[config.mk]
export PLATFORM = sky130hd
export DESIGN_NAME = ripple_count_monitor
export DESIGN_NICKNAME = d
export VERILOG_FILES = /design/src/rtl/ripple_mon_pkg.sv /design/src/rtl/sync_stable.sv /design/src/rtl/ripple_count_monitor.sv
export SDC_FILE = /design/constraint.sdc
export NUM_CORES = 1
export LEC_CHECK = 0
export BUFFER_PORTS_ARGS = -buffer_cell sky130_fd_sc_hd__buf_2
export CAP_MARGIN = 20
export CORE_MARGIN = 2
export CORE_UTILIZATION = 30
export DETAILED_ROUTE_END_ITERATION = 10
export PLACE_DENSITY_LB_ADDON = 0.05
export SYNTH_ARGS = -nofsm -noshare
export SYNTH_HDL_FRONTEND = slang
export SYNTH_SLANG_ARGS = --single-unit
[constraint.sdc]
create_clock -name CLK -period 2.16 [get_ports CLK]
set_input_delay 0.216 -clock CLK [delete_from_list [all_inputs] [get_ports CLK]]
set_output_delay 0.216 -clock CLK [all_outputs]
set_load 0.02 [all_outputs]
[src/rtl/ripple_mon_pkg.sv]
// Shared types for the ripple counter monitor: FSM states, step classes and
// the width of the stability run counter.
package ripple_mon_pkg;

  // Tracking FSM: INIT until the first clean value is seen, then TRACK.
  typedef enum logic {
    ST_INIT  = 1'b0,
    ST_TRACK = 1'b1
  } state_t;

  // Classification of an accepted step relative to the published count.
  typedef enum logic [2:0] {
    STEP_INC  = 3'd0,
    STEP_WRAP = 3'd1,
    STEP_CLR  = 3'd2,
    STEP_SKIP = 3'd3,
    STEP_NONE = 3'd4
  } step_t;

  // Run counter width; enough for the largest legal STABLE (7).
  localparam int RUN_W = 3;

endpackage

[src/rtl/sync_stable.sv]
// Synchroniser chain plus stability filter for an asynchronous bus.
// The last synchroniser stage is the sample s; a value is accepted on the
// cycle its run of identical samples first reaches STABLE.
module sync_stable
  import ripple_mon_pkg::*;
#(
  parameter int WIDTH       = 4,
  parameter int SYNC_STAGES = 2,
  parameter int STABLE      = 2
) (
  input  logic             clk,
  input  logic             rst_n,
  input  logic [WIDTH-1:0] q_in,
  output logic [WIDTH-1:0] value,
  output logic             accept
);

  localparam logic [RUN_W-1:0] STABLE_RUN = RUN_W'(STABLE);
  localparam logic [RUN_W-1:0] RUN_ONE    = RUN_W'(1);

  logic [SYNC_STAGES-1:0][WIDTH-1:0] sync_reg;
  logic [SYNC_STAGES-1:0][WIDTH-1:0] sync_next;
  // Fill markers travel alongside the data so the zeroed flops left by
  // reset are never mistaken for a real sample of the bus.
  logic [SYNC_STAGES-1:0]            fill_reg;
  logic [SYNC_STAGES-1:0]            fill_next;

  logic [WIDTH-1:0] prev_reg;
  logic [RUN_W-1:0] run_reg;
  logic [RUN_W-1:0] run_next;
  logic [WIDTH-1:0] s;
  logic             s_valid;
  logic             fresh;

  genvar gi;
  generate
    for (gi = 0; gi < SYNC_STAGES; gi++) begin : g_stage
      if (gi == 0) begin : g_first
        assign sync_next[gi] = q_in;
        assign fill_next[gi] = 1'b1;
      end else begin : g_rest
        assign sync_next[gi] = sync_reg[gi-1];
        assign fill_next[gi] = fill_reg[gi-1];
      end
    end
  endgenerate

  assign s       = sync_reg[SYNC_STAGES-1];
  assign s_valid = fill_reg[SYNC_STAGES-1];

  // Shift the raw bus and its fill marker through the synchroniser chain.
  always_ff @(posedge clk) begin
    if (!rst_n) begin
      sync_reg <= '0;
      fill_reg <= '0;
    end else begin
      sync_reg <= sync_next;
      fill_reg <= fill_next;
    end
  end

  // Run length of identical samples (saturating) and the accept strobe.
  // The strobe fires on the cycle the run first reaches STABLE, so it is
  // computed from the run's next value and used at the same edge.
  always_comb begin
    fresh    = (run_reg == '0) || (s != prev_reg);
    run_next = run_reg;
    if (s_valid) begin
      if (fresh) begin
        run_next = RUN_ONE;
      end else if (run_reg != STABLE_RUN) begin
        run_next = run_reg + RUN_ONE;
      end
    end
    accept = s_valid && (run_next == STABLE_RUN) &&
             (fresh || (run_reg != STABLE_RUN));
  end

  // Remember the previous sample and the current run length.
  always_ff @(posedge clk) begin
    if (!rst_n) begin
      prev_reg <= '0;
      run_reg  <= '0;
    end else begin
      if (s_valid) begin
        prev_reg <= s;
      end
      run_reg <= run_next;
    end
  end

  assign value = s;

endmodule

[src/rtl/ripple_count_monitor.sv]
// Clean-count monitor for a 4-bit asynchronous ripple counter. Filters the
// resynchronised Q bus, publishes the accepted count, classifies each step
// and extends the count with a wrap counter.
module ripple_count_monitor
  import ripple_mon_pkg::*;
#(
  parameter int WIDTH       = 4,
  parameter int WRAP_W      = 8,
  parameter int SYNC_STAGES = 2,
  parameter int STABLE      = 2
) (
  input  logic              CLK,
  input  logic              RST,
  input  logic [WIDTH-1:0]  Q_IN,
  output logic [WIDTH-1:0]  COUNT,
  output logic [WRAP_W-1:0] WRAPS,
  output logic              CHANGE,
  output logic              WRAP,
  output logic              CLR,
  output logic              SKIP,
  output logic              ERR
);

  localparam logic [WIDTH-1:0]  CNT_ONES  = {WIDTH{1'b1}};
  localparam logic [WIDTH-1:0]  CNT_ONE   = WIDTH'(1);
  localparam logic [WRAP_W-1:0] WRAP_ONES = {WRAP_W{1'b1}};
  localparam logic [WRAP_W-1:0] WRAP_ONE  = WRAP_W'(1);

  logic [WIDTH-1:0]  value;
  logic              accept;
  logic [WIDTH-1:0]  count_inc;
  step_t             step;

  state_t            state_reg;
  logic [WIDTH-1:0]  count_reg;
  logic [WRAP_W-1:0] wraps_reg;
  logic              change_reg;
  logic              wrap_reg;
  logic              clr_reg;
  logic              skip_reg;
  logic              err_reg;

  sync_stable #(
    .WIDTH       (WIDTH),
    .SYNC_STAGES (SYNC_STAGES),
    .STABLE      (STABLE)
  ) u_sync_stable (
    .clk    (CLK),
    .rst_n  (RST),
    .q_in   (Q_IN),
    .value  (value),
    .accept (accept)
  );

  assign count_inc = count_reg + CNT_ONE;

  // Classify the candidate value against the published count. Wrap is
  // tested before increment because all-ones + 1 also equals 0.
  always_comb begin
    step = STEP_NONE;
    if (value != count_reg) begin
      if ((count_reg == CNT_ONES) && (value == '0)) begin
        step = STEP_WRAP;
      end else if (value == '0) begin
        step = STEP_CLR;
      end else if ((count_reg != CNT_ONES) && (value == count_inc)) begin
        step = STEP_INC;
      end else begin
        step = STEP_SKIP;
      end
    end
  end

  // Tracking FSM with registered count, wrap extension and one-cycle pulses.
  always_ff @(posedge CLK) begin
    if (!RST) begin
      state_reg  <= ST_INIT;
      count_reg  <= '0;
      wraps_reg  <= '0;
      change_reg <= 1'b0;
      wrap_reg   <= 1'b0;
      clr_reg    <= 1'b0;
      skip_reg   <= 1'b0;
      err_reg    <= 1'b0;
    end else begin
      // Pulses default low every cycle so back-to-back steps stay distinct.
      change_reg <= 1'b0;
      wrap_reg   <= 1'b0;
      clr_reg    <= 1'b0;
      skip_reg   <= 1'b0;
      if (accept) begin
        unique case (state_reg)
          ST_INIT: begin
            // First clean value after reset is loaded silently.
            count_reg <= value;
            state_reg <= ST_TRACK;
          end
          ST_TRACK: begin
            if (step != STEP_NONE) begin
              count_reg  <= value;
              change_reg <= 1'b1;
              unique case (step)
                STEP_WRAP: begin
                  wrap_reg  <= 1'b1;
                  wraps_reg <= wraps_reg + WRAP_ONE;
                  if (wraps_reg == WRAP_ONES) begin
                    err_reg <= 1'b1;
                  end
                end
                STEP_CLR: begin
                  clr_reg <= 1'b1;
                end
                STEP_SKIP: begin
                  skip_reg <= 1'b1;
                  err_reg  <= 1'b1;
                end
                default: begin
                end
              endcase
            end
          end
          default: begin
            state_reg <= ST_INIT;
          end
        endcase
      end
    end
  end

  assign COUNT  = count_reg;
  assign WRAPS  = wraps_reg;
  assign CHANGE = change_reg;
  assign WRAP   = wrap_reg;
  assign CLR    = clr_reg;
  assign SKIP   = skip_reg;
  assign ERR    = err_reg;

endmodule

**Yosys cells after proc, flatten, opt, wreduce, memory -nomap -nowiden**

Index checks and enable logic that the tools add are counted.

- Input port bits: 6
- Flip-flop bits (word level): 35
- Word-level logic and storage cells: 62

- Mux-type cells: 16
- Add/subtract/negate cells: 3
- Eq/ne operators: 14
- Bitwise operators: 1
- Reduce and logical (&&, ||, !) cells: 14

Operators with widths:

| cell | count |
|---|---|
| $mux 3 | 4 |
| $eq 3x2->1 const B | 3 |
| $add 8x1->8 const B | 1 |
| $eq 8x8->1 const B | 1 |
| $ne 4x4->1 | 2 |
| $pmux 4 s2 | 1 |
| $reduce_and 4->1 | 2 |
| $mux 1 | 6 |
| $mux 2 | 3 |
| $reduce_and 5->1 | 1 |
| $add 4x1->4 const B | 1 |
| $eq 4x4->1 | 1 |
| $eq 4x4->1 const B | 1 |
| $logic_and 1x1->1 | 4 |
| $logic_not 4->1 | 1 |
| $mux 4 | 1 |
| $ne 4x4->1 const B | 1 |
| $add 3x1->3 const B | 1 |
| $eq 3x1->1 const B | 1 |
| $logic_not 3->1 | 1 |
| $ne 3x2->1 const B | 1 |
| $ne 3x3->1 const B | 1 |
| $reduce_and 3->1 | 1 |
| $logic_or 1x1->1 | 2 |
| other kinds (6) | 6 |

**Longest topological paths before layout**

Gate-level depths: netlist of run 1.

- Depth in word-level cells: 10
- Mapped depth: 7

**Modules after synthesis**

A second synthesis of run 1 with hierarchy kept.

- Cells, all modules: 163
- Area, all modules: 1584.0 um^2

By module, submodules not included:

| module | instances | area an instance (um^2) | cells an instance |
|---|---|---|---|
| ripple_count_monitor | 1 | 910.9 | 96 |
| sync_stable | 1 | 673.1 | 67 |

**Worst setup path after synthesis of run 1**

No wires, ideal clock.

- Path type: register to register
- Start point: reg u_sync_stable.run_reg[0]
- End point: reg wraps_reg[7] (netlist: WRAPS[7])
- Required time: 2.041 ns
- Path slack: 0.221 ns
- Cell stages (with the launch flop): 8
- Period minus slack after synthesis: 1.939 ns
- Arrival: 1.821 ns
- Cell sequence: dfxtp_1 inv_1 ha_1 nor3_1 o2111ai_4 nor4_4 nand3_1 mux2i_1

- Word-level cells in the longest chain between the ends: 8
- Elaborated cells between the ends (all ways): 12
- Classes of those cells: 1 x add/sub; 2 x eq/ne; 3 x mux; 6 x reduce/logical

Ends and longest elaborated chain:

| item | line | source |
|---|---|---|
| start, declared | sync_stable.sv:29 | `logic [RUN_W-1:0] run_reg;` |
| start signal, assigned | sync_stable.sv:88 | `run_reg <= run_next;` |
| $add 3x1->3, or another cell as far along | sync_stable.sv:72 | `run_next = run_reg + RUN_ONE;` |
| $mux 3 or $logic_or 1x1->1 (tied branches) | sync_stable.sv:71, sync_stable.sv:66 |  |
| $mux 3 | sync_stable.sv:69 | `if (fresh) begin` |
| $mux 3 | sync_stable.sv:68 | `if (s_valid) begin` |
| $eq 3x2->1 | sync_stable.sv:75 | `accept = s_valid && (run_next == STABLE_RUN) &&` |
| $logic_and 1x1->1 | sync_stable.sv:75 |  |
| $logic_and 1x1->1 (*) | sync_stable.sv:75 |  |
| $reduce_and 4->1 (no line) (*) | n/a |  |
| end signal, assigned | ripple_count_monitor.sv:105 | `wraps_reg <= wraps_reg + WRAP_ONE;` |
| end, declared | ripple_count_monitor.sv:36 | `logic [WRAP_W-1:0] wraps_reg;` |

Every way passes the cells marked *; elsewhere a longest branch is shown, timed or not.
A chain may end at the register's enable or synchronous reset.

**Worst setup path after layout of run 1**

- Start point: reg u_sync_stable.run_reg[0]
- End point: reg count_reg[2] (netlist: COUNT[2])

- Word-level cells in the longest chain between the ends: 8
- Elaborated cells between the ends (all ways): 12
- Classes of those cells: 1 x add/sub; 2 x eq/ne; 3 x mux; 6 x reduce/logical

Ends and longest elaborated chain:

| item | line | source |
|---|---|---|
| $add 3x1->3, or another cell as far along | sync_stable.sv:72 |  |
| $mux 3 or $logic_or 1x1->1 (tied branches) | sync_stable.sv:71, sync_stable.sv:66 |  |
| $mux 3 | sync_stable.sv:69 |  |
| $mux 3 | sync_stable.sv:68 |  |
| $eq 3x2->1 | sync_stable.sv:75 |  |
| $logic_and 1x1->1 | sync_stable.sv:75 |  |
| $logic_and 1x1->1 (*) | sync_stable.sv:75 |  |
| $reduce_and 2->1 (no line) (*) | n/a |  |
| end signal, assigned | ripple_count_monitor.sv:95 | `count_reg <= value;` |
| end signal, assigned | ripple_count_monitor.sv:100 | `count_reg <= value;` |
| end, declared | ripple_count_monitor.sv:35 | `logic [WIDTH-1:0] count_reg;` |

Marks and branches as above.

==> summary.md, run 1 <==
| Metric | Value |
|---|---|
| Crit path required time | `about 2.3 ns` |
| Clock transition at path regs | `roughly 0.08 ns` |
| DRC | `0` |
| CTS Hold Buffers Added | `0` |
| Die H | `between 70 and 80 um` |
| Number of flip-flops in the largest register | `8` |
| Worst Clk Skew | `roughly 0.0076 ns` |
| Crit path max-delay family | `simple AND/OR/NAND/NOR gates` |
| CTS buffer count | `5` |
| PD cells | `around 640 nW/um^2` |
| Slew headroom | `between 60% and 70%` |
| Crit path max fanout | `4` |
| Root buffer cell | `clkbuf_8` |
| Post-DR wirelength/cell | `about 14 um` |
| HP Class | `in -> reg` |
| IO Count | `23` |
| Die Wd | `~77 um` |
| Dpl hpwl | `roughly 2.7 mm` |
| Peak supply drop | `between 0.3 and 0.4 mV` |
| Total nets after synthesis | `170` |
| Routability congestion estimate from global placement | `0.7889` |
| Number of antenna diodes | `0` |
| Commonest non-fill, non-tap cells in the layout | `dfxtp_1, buf_2, nor2_1` |
| DRT Pass-1 Iters | `4` |
| Netlist cell types | `36` |
| Final core utilization | `a little under two fifths` |
| Vias per cell | `between 4 and 5` |
| RSZ-0062 raised after global routing | `false` |
| Syn Area/Cell | `between 9 and 10 um^2` |
| Pin count of the biggest net entering global routing | `20` |
| Vias in the first global route | `around 1300` |
| Crit path cell chain | `inv_1 > ha_1 > nor3_2 > o2111ai_4 > nor3_4 > buf_4 > mux2i_1 > nor2_1` |
| Tmin final | `1.957 ns` |
| Final Non-Filler Cells | `between 200 and 300` |
| Yosys warns | `0` |
| Core area | `~5100 um^2` |
| Worst slew pin tran | `~0.52 ns` |
| Via count | `between 1000 and 1500` |
| Max-slew violations | `0` |
| Gr usage total | `~14%` |
| Outcome | `finished clean` |
| Worst setup EP type | `register` |
| Max Fclk | `between 500 and 600 MHz` |
| First-pass GRT wire length | `~6.4 mm` |
| Final Hold Viols | `0` |
| Die Area | `approximately 5900 um^2` |
| Sink Count | `35` |
| Startpoint types | `register` |
| Commonest non-fill, non-tap cell in the layout | `dfxtp_1` |
| H-tree level count | `2` |
| Syn Inst Count | `about 160` |
| Placed Instances | `around 250` |
| Total leakage power | `between 0.7 and 0.8 nW` |
| Synth top area share | `between 40 and 50%` |
| Post-synthesis sequential area ratio | `between 40% and 50%` |
| ANT nets after route | `0` |
| Synth top area cells | `dfxtp_1, mux2i_1, xnor2_1` |
| Initial core utilization | `a little under a third` |
| Area leader, netlist | `dfxtp_1` |
| Port bufs | `22` |
| DRT Wirelength | `roughly 3.6 mm` |
| Critical path arrival | `2.14 ns` |
| Synth-to-layout area growth | `20.11%` |
| DRT iter0 DRCs | `24` |
| Nets | `a little over 200` |
| Largest stage delay, worst path | `0.41 ns` |
| Grt total ovfl | `0` |
| CTS tree | `built` |
| Longest Clk Path Bufs | `2` |
| Initial antenna violation count | `0` |
| Final period utilization | `about nine tenths` |
| Yosys reg bits | `35` |
| Crit Path Class | `reg -> reg` |
| Share of layout cells above drive strength 1 | `about a quarter` |
| Buf/Inv on CP | `2` |
| Cell Rows | `26` |
| Max-cap viol count | `0` |
| Worst skew pair latency | `just under 0.3 ns` |
| Setup violations, final | `0` |
| Mapped Area | `roughly 1600 um^2` |
| Slowest-stage cell, CP | `dfxtp_1` |
## power by group
| part | switching [mW] | leakage, nW | internal, mW |
|---|---|---|---|
| combinational | 0.0520 | 0.462 | 0.0338 |
| sequential | 0.0106 | 0.285 | 0.657 |
| clock | 0.245 | 0.0402 | 0.224 |
## cells by family after synthesis
group	Yosys count	share of synthesized area, %
buffers and inverters	10	3.325
multiplexers	12	7.601
flip-flops	35	44.34
adder cells (fa/ha/maj)	5	3.959
AND/OR/NAND/NOR	71	26.37
XOR/XNOR	14	7.759
AO/OA/AOI/OAI	12	6.651
## what timing repair did
action,in CTS,in global routing
buffers inserted,0,2
gates resized for setup,0,1
endpoints found under the hold margin,0,0
setup endpoints to repair,0,11
## cell type report
cell class / count / area (um^2)
multi-input combinational: 114 / 832.0
clock buffer: 5 / 68.82
tap: 70 / 87.58
fill: 556 / 3209
clock inverter: 3 / 20.02
inverter: 5 / 18.77
sequential: 35 / 700.7
timing repair buffer: 30 / 170.2
## cell usage after synthesis (all sizes together)
library cell   n
nand3          7
nand4          4
inv            4
a41oi          1
nor3           5
clkbuf         2
o21ai          2
nor2b          1
clkinv         1
nor4           4
a31oi          2
dfxtp         35
ha             5
o2111ai        1
o31ai          2
and3           4
nand2          7
nand2b         4
xnor2         12
buf            3
nand3b         1
a21bo          1
xor2           2
a221oi         1
and2          12
nor2          19
or4            3
mux2i         12
a21oi          2
## per-stage QoR
stage | power [mW] | setup slack [ns] | TNS [ns] | cell area (um^2) | hold slack [ns]
detailed placement | 0.7698 | -0.01744 | -0.04453 | 1789 | 0.4206
floorplan | 0.7442 | 0.2206 | 0 | 1580 | 0.2437
global placement | 0.7667 | 0.09277 | 0 | 1789 | 0.4162
global route | 1.281 | 0.03388 | 0 | 1898 | 0.1242
CTS | 1.249 | 0.005548 | 0 | 1878 | 0.1222
finish | 1.222 | 0.2031 | 0 | 1898 | 0.1314
## routing by layer
metal | part of all wire (%) | vias up | wire [um] | global-route usage [%]
met2 | 47 | 30 | 1704 | 22.57
met4 | 2.0 | 0 | 71 | 5.818
li1 | - | 614 | - | -
met3 | 4.3 | 7 | 155 | 4.028
met1 | 47 | 585 | 1684 | 16.81
met5 | 0 | - | 0 | 0
## path summary, 6_finish.rpt
check,startpoint,endpoint,slack (ns),depth (start not counted)
worst max-delay path,u_sync_stable.run_reg[0]$_SDFF_PN0_,COUNT[2]$_SDFFE_PN0P_,0.20,8
worst min-delay path,Q_IN[3],u_sync_stable.sync_next[7]$_SDFF_PN0_,0.13,2
worst max register to register,u_sync_stable.run_reg[0]$_SDFF_PN0_,COUNT[2]$_SDFFE_PN0P_,0.20,8
worst min register to register,u_sync_stable.sync_next[5]$_SDFF_PN0_,u_sync_stable.value[1]$_SDFF_PN0_,0.43,1
Power figures use the tool's default switching activity.
==> inputs of run 2 (changes only) <==
Settings changed: GPL_TIMING_DRIVEN from default to 0.
==> run 2 against run 1 <==
Effect of this change:
- wire length decreased by 3.8%
- cell count decreased by 0.38%
- critical endpoint is now COUNT[1]$_SDFFE_PN0P_
- global-route usage decreased by 0.92 points
- highest routed layer unchanged
==> summary.md, run 2 (synthesized netlist as in run 1, its figures left out) <==
| Metric | Value |
|---|---|
| Post-place instance area | `1778 um^2 (-0.63%)` |
| Worst hold start | `RST` |
| Grt total ovfl | `0 (unchanged)` |
| Met2 WL | `1.549 mm (-9.1%)` |
| DR top layer | `met4` |
| Vias in the first global route | `1166 (-12%)` |
| Initial antenna violation count | `0 (unchanged)` |
| IO Count | `23 (unchanged)` |
| Share of layout cells above drive strength 1 | `23.04% (-1.4 points)` |
| Gr usage total | `12.84% (-0.92 points)` |
| Post-DR wirelength/cell | `13.33 um (-3.4%)` |
| Slew headroom | `66.08% (+0.48 points)` |
| Via count | `1223 (-1.1%)` |
| Synth-to-layout area growth | `21.06%` |
| DRT Pass-1 Iters | `4 (unchanged)` |
| Crit path required time | `2.34 ns (about the same)` |
| Worst slew pin tran | `0.5088 ns (-0.007188 ns)` |
| Die H | `76.58 um (unchanged)` |
| DRT Wirelength | `3.479 mm (-3.8%)` |
| Root buffer cell | `clkbuf_8` |
| Clock transition at path regs | `0.07 ns (about the same)` |
| Max Fclk | `501.5 MHz (-1.9%)` |
| Vias per cell | `4.686 (-0.67%)` |
| Final period utilization | `92.32% (+1.7 points)` |
| ANT nets after route | `0 (unchanged)` |
| Worst skew pair latency | `0.29 ns (about the same)` |
| Final Hold Viols | `0 (unchanged)` |
| DR WL met3 | `180 um (+16%)` |
| Total leakage power | `0.7892 nW (+0.32%)` |
| Sink Count | `35 (unchanged)` |
| Initial core utilization | `30.94% (unchanged)` |
| Commonest non-fill, non-tap cell in the layout | `dfxtp_1` |
| Max-slew violations | `0 (unchanged)` |
| Cell Rows | `26 (unchanged)` |
| RSZ-0062 raised after global routing | `false` |
| DRT iter0 DRCs | `38 (+58%)` |
| First-pass GRT wire length | `5.789 mm (-9.2%)` |
| Longest Clk Path Bufs | `2 (unchanged)` |
| CTS buffer count | `5 (unchanged)` |
| Dpl hpwl | `2.545 mm (-6.1%)` |
| Peak supply drop | `0.3830 mV (+2.2%)` |
| Commonest non-fill, non-tap cells in the layout | `dfxtp_1, buf_2, nor2_1` |
| CTS tree | `built` |
| Worst setup EP type | `register` |
| Nets | `202 (unchanged)` |
| DRC | `0 (unchanged)` |
| R2r startpoint | `u_sync_stable.run_reg[0]$_SDFF_PN0_` |
| Post-Route M1 WL | `1.723 mm (+2.3%)` |
| Final Cell Area | `1913 um^2 (+0.79%)` |
| Number of antenna diodes | `0 (unchanged)` |
| Worst Clk Skew | `0.003430 ns (-0.004167 ns)` |
| Startpoint types | `register` |
| Crit path max fanout | `4 (unchanged)` |
| Post-Route Setup TNS | `0 ns (unchanged)` |
| Tmin final | `1.994 ns (+0.03721 ns)` |
| HP Class | `in -> reg` |
| Critical path arrival | `2.18 ns (+0.04 ns)` |
| Outcome | `finished clean` |
| H-tree level count | `2 (unchanged)` |
| Port bufs | `22 (unchanged)` |
| Max-cap viol count | `0 (unchanged)` |
| Die Area | `5864 um^2 (unchanged)` |
| Pin count of the biggest net entering global routing | `12 (-40%)` |
| Setup violations, final | `0 (unchanged)` |
| Crit Path Class | `reg -> reg` |
| PD cells | `694.0 nW/um^2 (+7.8%)` |
| Die Wd | `76.58 um (unchanged)` |
| Core area | `5107 um^2 (unchanged)` |
| Number of flip-flops in the largest register | `8 (unchanged)` |
| Routability congestion estimate from global placement | `0.7242 (-8.2%)` |
| Critical path origin | `u_sync_stable.run_reg[0]$_SDFF_PN0_` |
run 2: changes by cell type in the layout (fill, tap and decap cells not counted):
cell,change
clkbuf_1,+2
dfxtp_2,+1
buf_1,+1
clkinvlp_4,-1
buf_4,-5
clkinv_2,-1
dfxtp_1,-1
bufinv_16,+1
buf_6,+2
run 2: metrics by stage:
step / hold slack (ns) / utilization [%] / cells / worst slack (ns) / power, mW
2_1_floorplan: 0.2437 / - / 159 / 0.2206 / 0.7442
3_3_place_gp: 0.3359 / 34.81 / 251 / -0.1098 / 0.7655
3_5_place_dp: 0.3351 / 34.81 / 251 / -0.1618 / 0.7674
4_1_cts: 0.03062 / 37.33 / 261 / 0.0004106 / 1.348
5_1_grt: 0.03261 / 37.46 / 261 / 0.04384 / 1.387
6_report: 0.04152 / 37.46 / 261 / 0.1659 / 1.328
run 2: critical path: stages (launching register included):
cell,delay (ns)
dfxtp_2,0.38
inv_1,0.09
ha_1,0.24
nor3_2,0.25
o2111ai_4,0.20
nor3_4,0.29
buf_4,0.19
mux2i_1,0.19
nor2_1,0.05
run 2: repair_timing:
action / CTS / global route
pin swaps: 2 / 0
hold buffers: 0 / 0
setup buffers: 3 / 0
setup endpoints to repair: 9 / 11
gates resized for setup: 0 / 2
run 2: layout make-up:
cell class / instances / area, um^2
plain buffers: 5 / 33.78
fillers: 552 / 3194
repair buffers: 25 / 132.6
multi-input cells: 114 / 832.0
well taps: 70 / 87.58
flip-flops and latches: 35 / 701.9
inverters: 5 / 18.77
clock buffers: 5 / 68.82
clock inverters: 2 / 37.54
run 2: power breakdown:
part	switching [mW]	total, mW	internal [mW]
combinational	0.0499	0.0837	0.0337
clock	0.239	0.576	0.337
sequential	0.0105	0.668	0.657
run 2: worst paths after layout:
path                                                          end  slack, ns  depth (start not counted)
worst min register to register  u_sync_stable.value[0]$_SDFF_PN0_       0.43                          1
worst max-delay path                        COUNT[1]$_SDFFE_PN0P_       0.17                          8
worst min-delay path            u_sync_stable.fill_reg[0]$_DFF_P_       0.04                          1
worst max register to register              COUNT[1]$_SDFFE_PN0P_       0.17                          8
run 2: routing by layer:
| layer | vias to the layer above | global-route usage (%) |
|---|---|---|
| met5 | - | 0 |
| met4 | 0 | 3.636 |
| met3 | 4 | 4.976 |
| met2 | 31 | 19.38 |
| met1 | 573 | 17.05 |
| li1 | 615 | - |
==> inputs of run 3 (changes only) <==
Settings changed: CORE_UTILIZATION 30 to 40, MAX_ROUTING_LAYER from default to met4.
==> run 3 against run 2 <==
Effect of this change:
- total power is 4.1% lower
- worst hold slack better by 0.0071 ns
- final area is 1.4% lower
- clock skew is 0.0012 ns higher
==> summary.md, run 3 (synthesized netlist as in run 1, its figures left out) <==
| Metric | Value |
|---|---|
| Pin count of the biggest net entering global routing | `12 (unchanged)` |
| Worst Clk Skew | `0.004586 ns (+0.001156 ns)` |
| Worst slew pin tran | `0.5045 ns (-0.004344 ns)` |
| Vias per cell | `5.146 (+9.8%)` |
| Max-slew violations | `0 (unchanged)` |
| Sequential Power Share | `52.4% (+2.1 points)` |
| FF/Latch Area | `700.7 um^2 (-0.18%)` |
| Power, Total | `1.274 mW (-4.1%)` |
| Via count | `1230 (+0.57%)` |
| DRT iter0 DRCs | `45 (+18%)` |
| Number of antenna diodes | `0 (unchanged)` |
| Root buffer cell | `clkbuf_8` |
| Crit path required time | `2.34 ns (about the same)` |
| DRT Wirelength | `3.170 mm (-8.9%)` |
| Crit path max fanout | `6 (+2)` |
| Die H | `66.86 um (-13%)` |
| Final Cell Area | `1887 um^2 (-1.4%)` |
| Share of layout cells above drive strength 1 | `22.51% (-0.52 points)` |
| Initial core utilization | `42.53% (+12 points)` |
| Crit Path Class | `reg -> reg` |
| Int Power | `0.9806 mW (-4.6%)` |
| ANT nets after route | `0 (unchanged)` |
| Final Hold Viols | `0 (unchanged)` |
| First-pass GRT wire length | `5.464 mm (-5.6%)` |
| Grt total ovfl | `0 (unchanged)` |
| Switching pwr | `0.2932 mW (-2.2%)` |
| Comb power frac | `6.5% (+0.2 points)` |
| DR WL met3 | `125 um (-31%)` |
| Setup violations, final | `0 (unchanged)` |
| Max Fclk | `489.3 MHz (-2.4%)` |
| Met2 WL | `1.524 mm (-1.6%)` |
| CTS buffer count | `5 (unchanged)` |
| Startpoint types | `register` |
| Outcome | `finished clean` |
| R2r startpoint | `u_sync_stable.run_reg[0]$_SDFF_PN0_` |
| Gr usage total | `17.14% (+4.3 points)` |
| DRC | `0 (unchanged)` |
| Cell Rows | `22 (-15%)` |
| H-tree level count | `2 (unchanged)` |
| Clock power share | `41.1% (-2.3 points)` |
| DRT Pass-1 Iters | `4 (unchanged)` |
| Final core utilization | `50.77% (+13 points)` |
| Clock transition at path regs | `0.07 ns (about the same)` |
| Die Area | `4470 um^2 (-24%)` |
| Worst skew pair latency | `0.29 ns (about the same)` |
| Port bufs | `22 (unchanged)` |
| Die Wd | `66.86 um (-13%)` |
| Core area | `3716 um^2 (-27%)` |
| Commonest non-fill, non-tap cells in the layout | `dfxtp_1, buf_2, nor2_1` |
| Multi-input logic area | `832.0 um^2 (unchanged)` |
| Switch share | `23.02% (+0.44 points)` |
| Number of flip-flops in the largest register | `8 (unchanged)` |
| Tmin final | `2.044 ns (+0.04966 ns)` |
| Critical path arrival | `2.22 ns (+0.04 ns)` |
| Dpl hpwl | `2.308 mm (-9.3%)` |
| Post-Route M1 WL | `1.475 mm (-14%)` |
| CTS tree | `built` |
| HP Class | `in -> reg` |
| Final period utilization | `94.62% (+2.3 points)` |
| PD cells | `675.1 nW/um^2 (-2.7%)` |
| Vias in the first global route | `1199 (+2.8%)` |
| Post-place instance area | `1750 um^2 (-1.5%)` |
| Worst hold start | `RST` |
| Slew headroom | `66.37% (+0.29 points)` |
| Initial antenna violation count | `0 (unchanged)` |
| DR top layer | `met4` |
| Nets | `201 (-0.50%)` |
| Longest Clk Path Bufs | `2 (unchanged)` |
| Critical path origin | `u_sync_stable.run_reg[0]$_SDFF_PN0_` |
| Number of fill cells | `349 (-37%)` |
| Peak supply drop | `0.4805 mV (+25%)` |
| Total leakage power | `0.7844 nW (-0.61%)` |
| Sink Count | `35 (unchanged)` |
| Max-cap viol count | `0 (unchanged)` |
| Commonest non-fill, non-tap cell in the layout | `dfxtp_1` |
| Worst setup EP type | `register` |
| Post-DR wirelength/cell | `13.26 um (-0.49%)` |
| Synth-to-layout area growth | `19.40%` |
| IO Count | `23 (unchanged)` |
| Routability congestion estimate from global placement | `0.8198 (+13%)` |
==> run 3: path summary, 6_finish.rpt <==
kind	to	slack [ns]	cells past startpoint
max	WRAPS[3]$_SDFFE_PN0P_	0.12	8
min	u_sync_stable.fill_reg[0]$_DFF_P_	0.05	1
min reg2reg	u_sync_stable.value[0]$_SDFF_PN0_	0.44	1
max reg2reg	WRAPS[3]$_SDFFE_PN0P_	0.12	8
==> run 3: area by class of cell <==
cell class	instances	share of cell area (%)
clock buffer	7	5.106
inverter	5	0.9947
sequential	35	37.14
clock inverter	1	0.3979
tap	48	3.183
buffer	5	1.790
timing repair buffer	24	7.294
multi-input combinational	114	44.10
==> run 3: critical path, cell delays in order, from the launching register on <==
cell and delay [ns]:
dfxtp_1 0.43, inv_1 0.11, ha_1 0.25, nor3_2 0.26, o2111ai_4 0.21, nor4_4 0.25, buf_4 0.19, nand3_1 0.10
mux2i_1 0.13
==> run 3: stage by stage <==
step                      std cells  hold slack, ns  setup WS (ns)  TNS [ns]
after floorplan                 159          0.2437         0.2206         0
after global placement          229          0.3349       -0.01694  -0.01694
after detailed placement        229          0.3436       -0.08489   -0.2360
after CTS                       238         0.03938        0.01938         0
after global routing            239         0.03931       -0.01240  -0.01450
final                           239         0.04864         0.1162         0
==> run 3: power groups by stage <==
stage	Combinational, mW	Sequential (mW)	Clock (mW)
after floorplan	0.0651	0.679	0
after global placement	0.0811	0.681	0
after detailed placement	0.0840	0.682	0
after CTS	0.0845	0.667	0.540
after global routing	0.0939	0.668	0.568
final	0.0833	0.667	0.523
==> run 3: timing repair <==
item	CTS	global route
resized for setup	0	1
pin swaps	2	2
setup endpoints to repair	7	13
setup buffers	1	1
hold buffers	0	0
gates cloned	0	0
==> run 3: routing by layer <==
layer  vias up  GRT usage, %
li1        611             -
met1       585         20.75
met2        29         27.13
met3         5         4.054
met4         0         7.653
met5         -             -
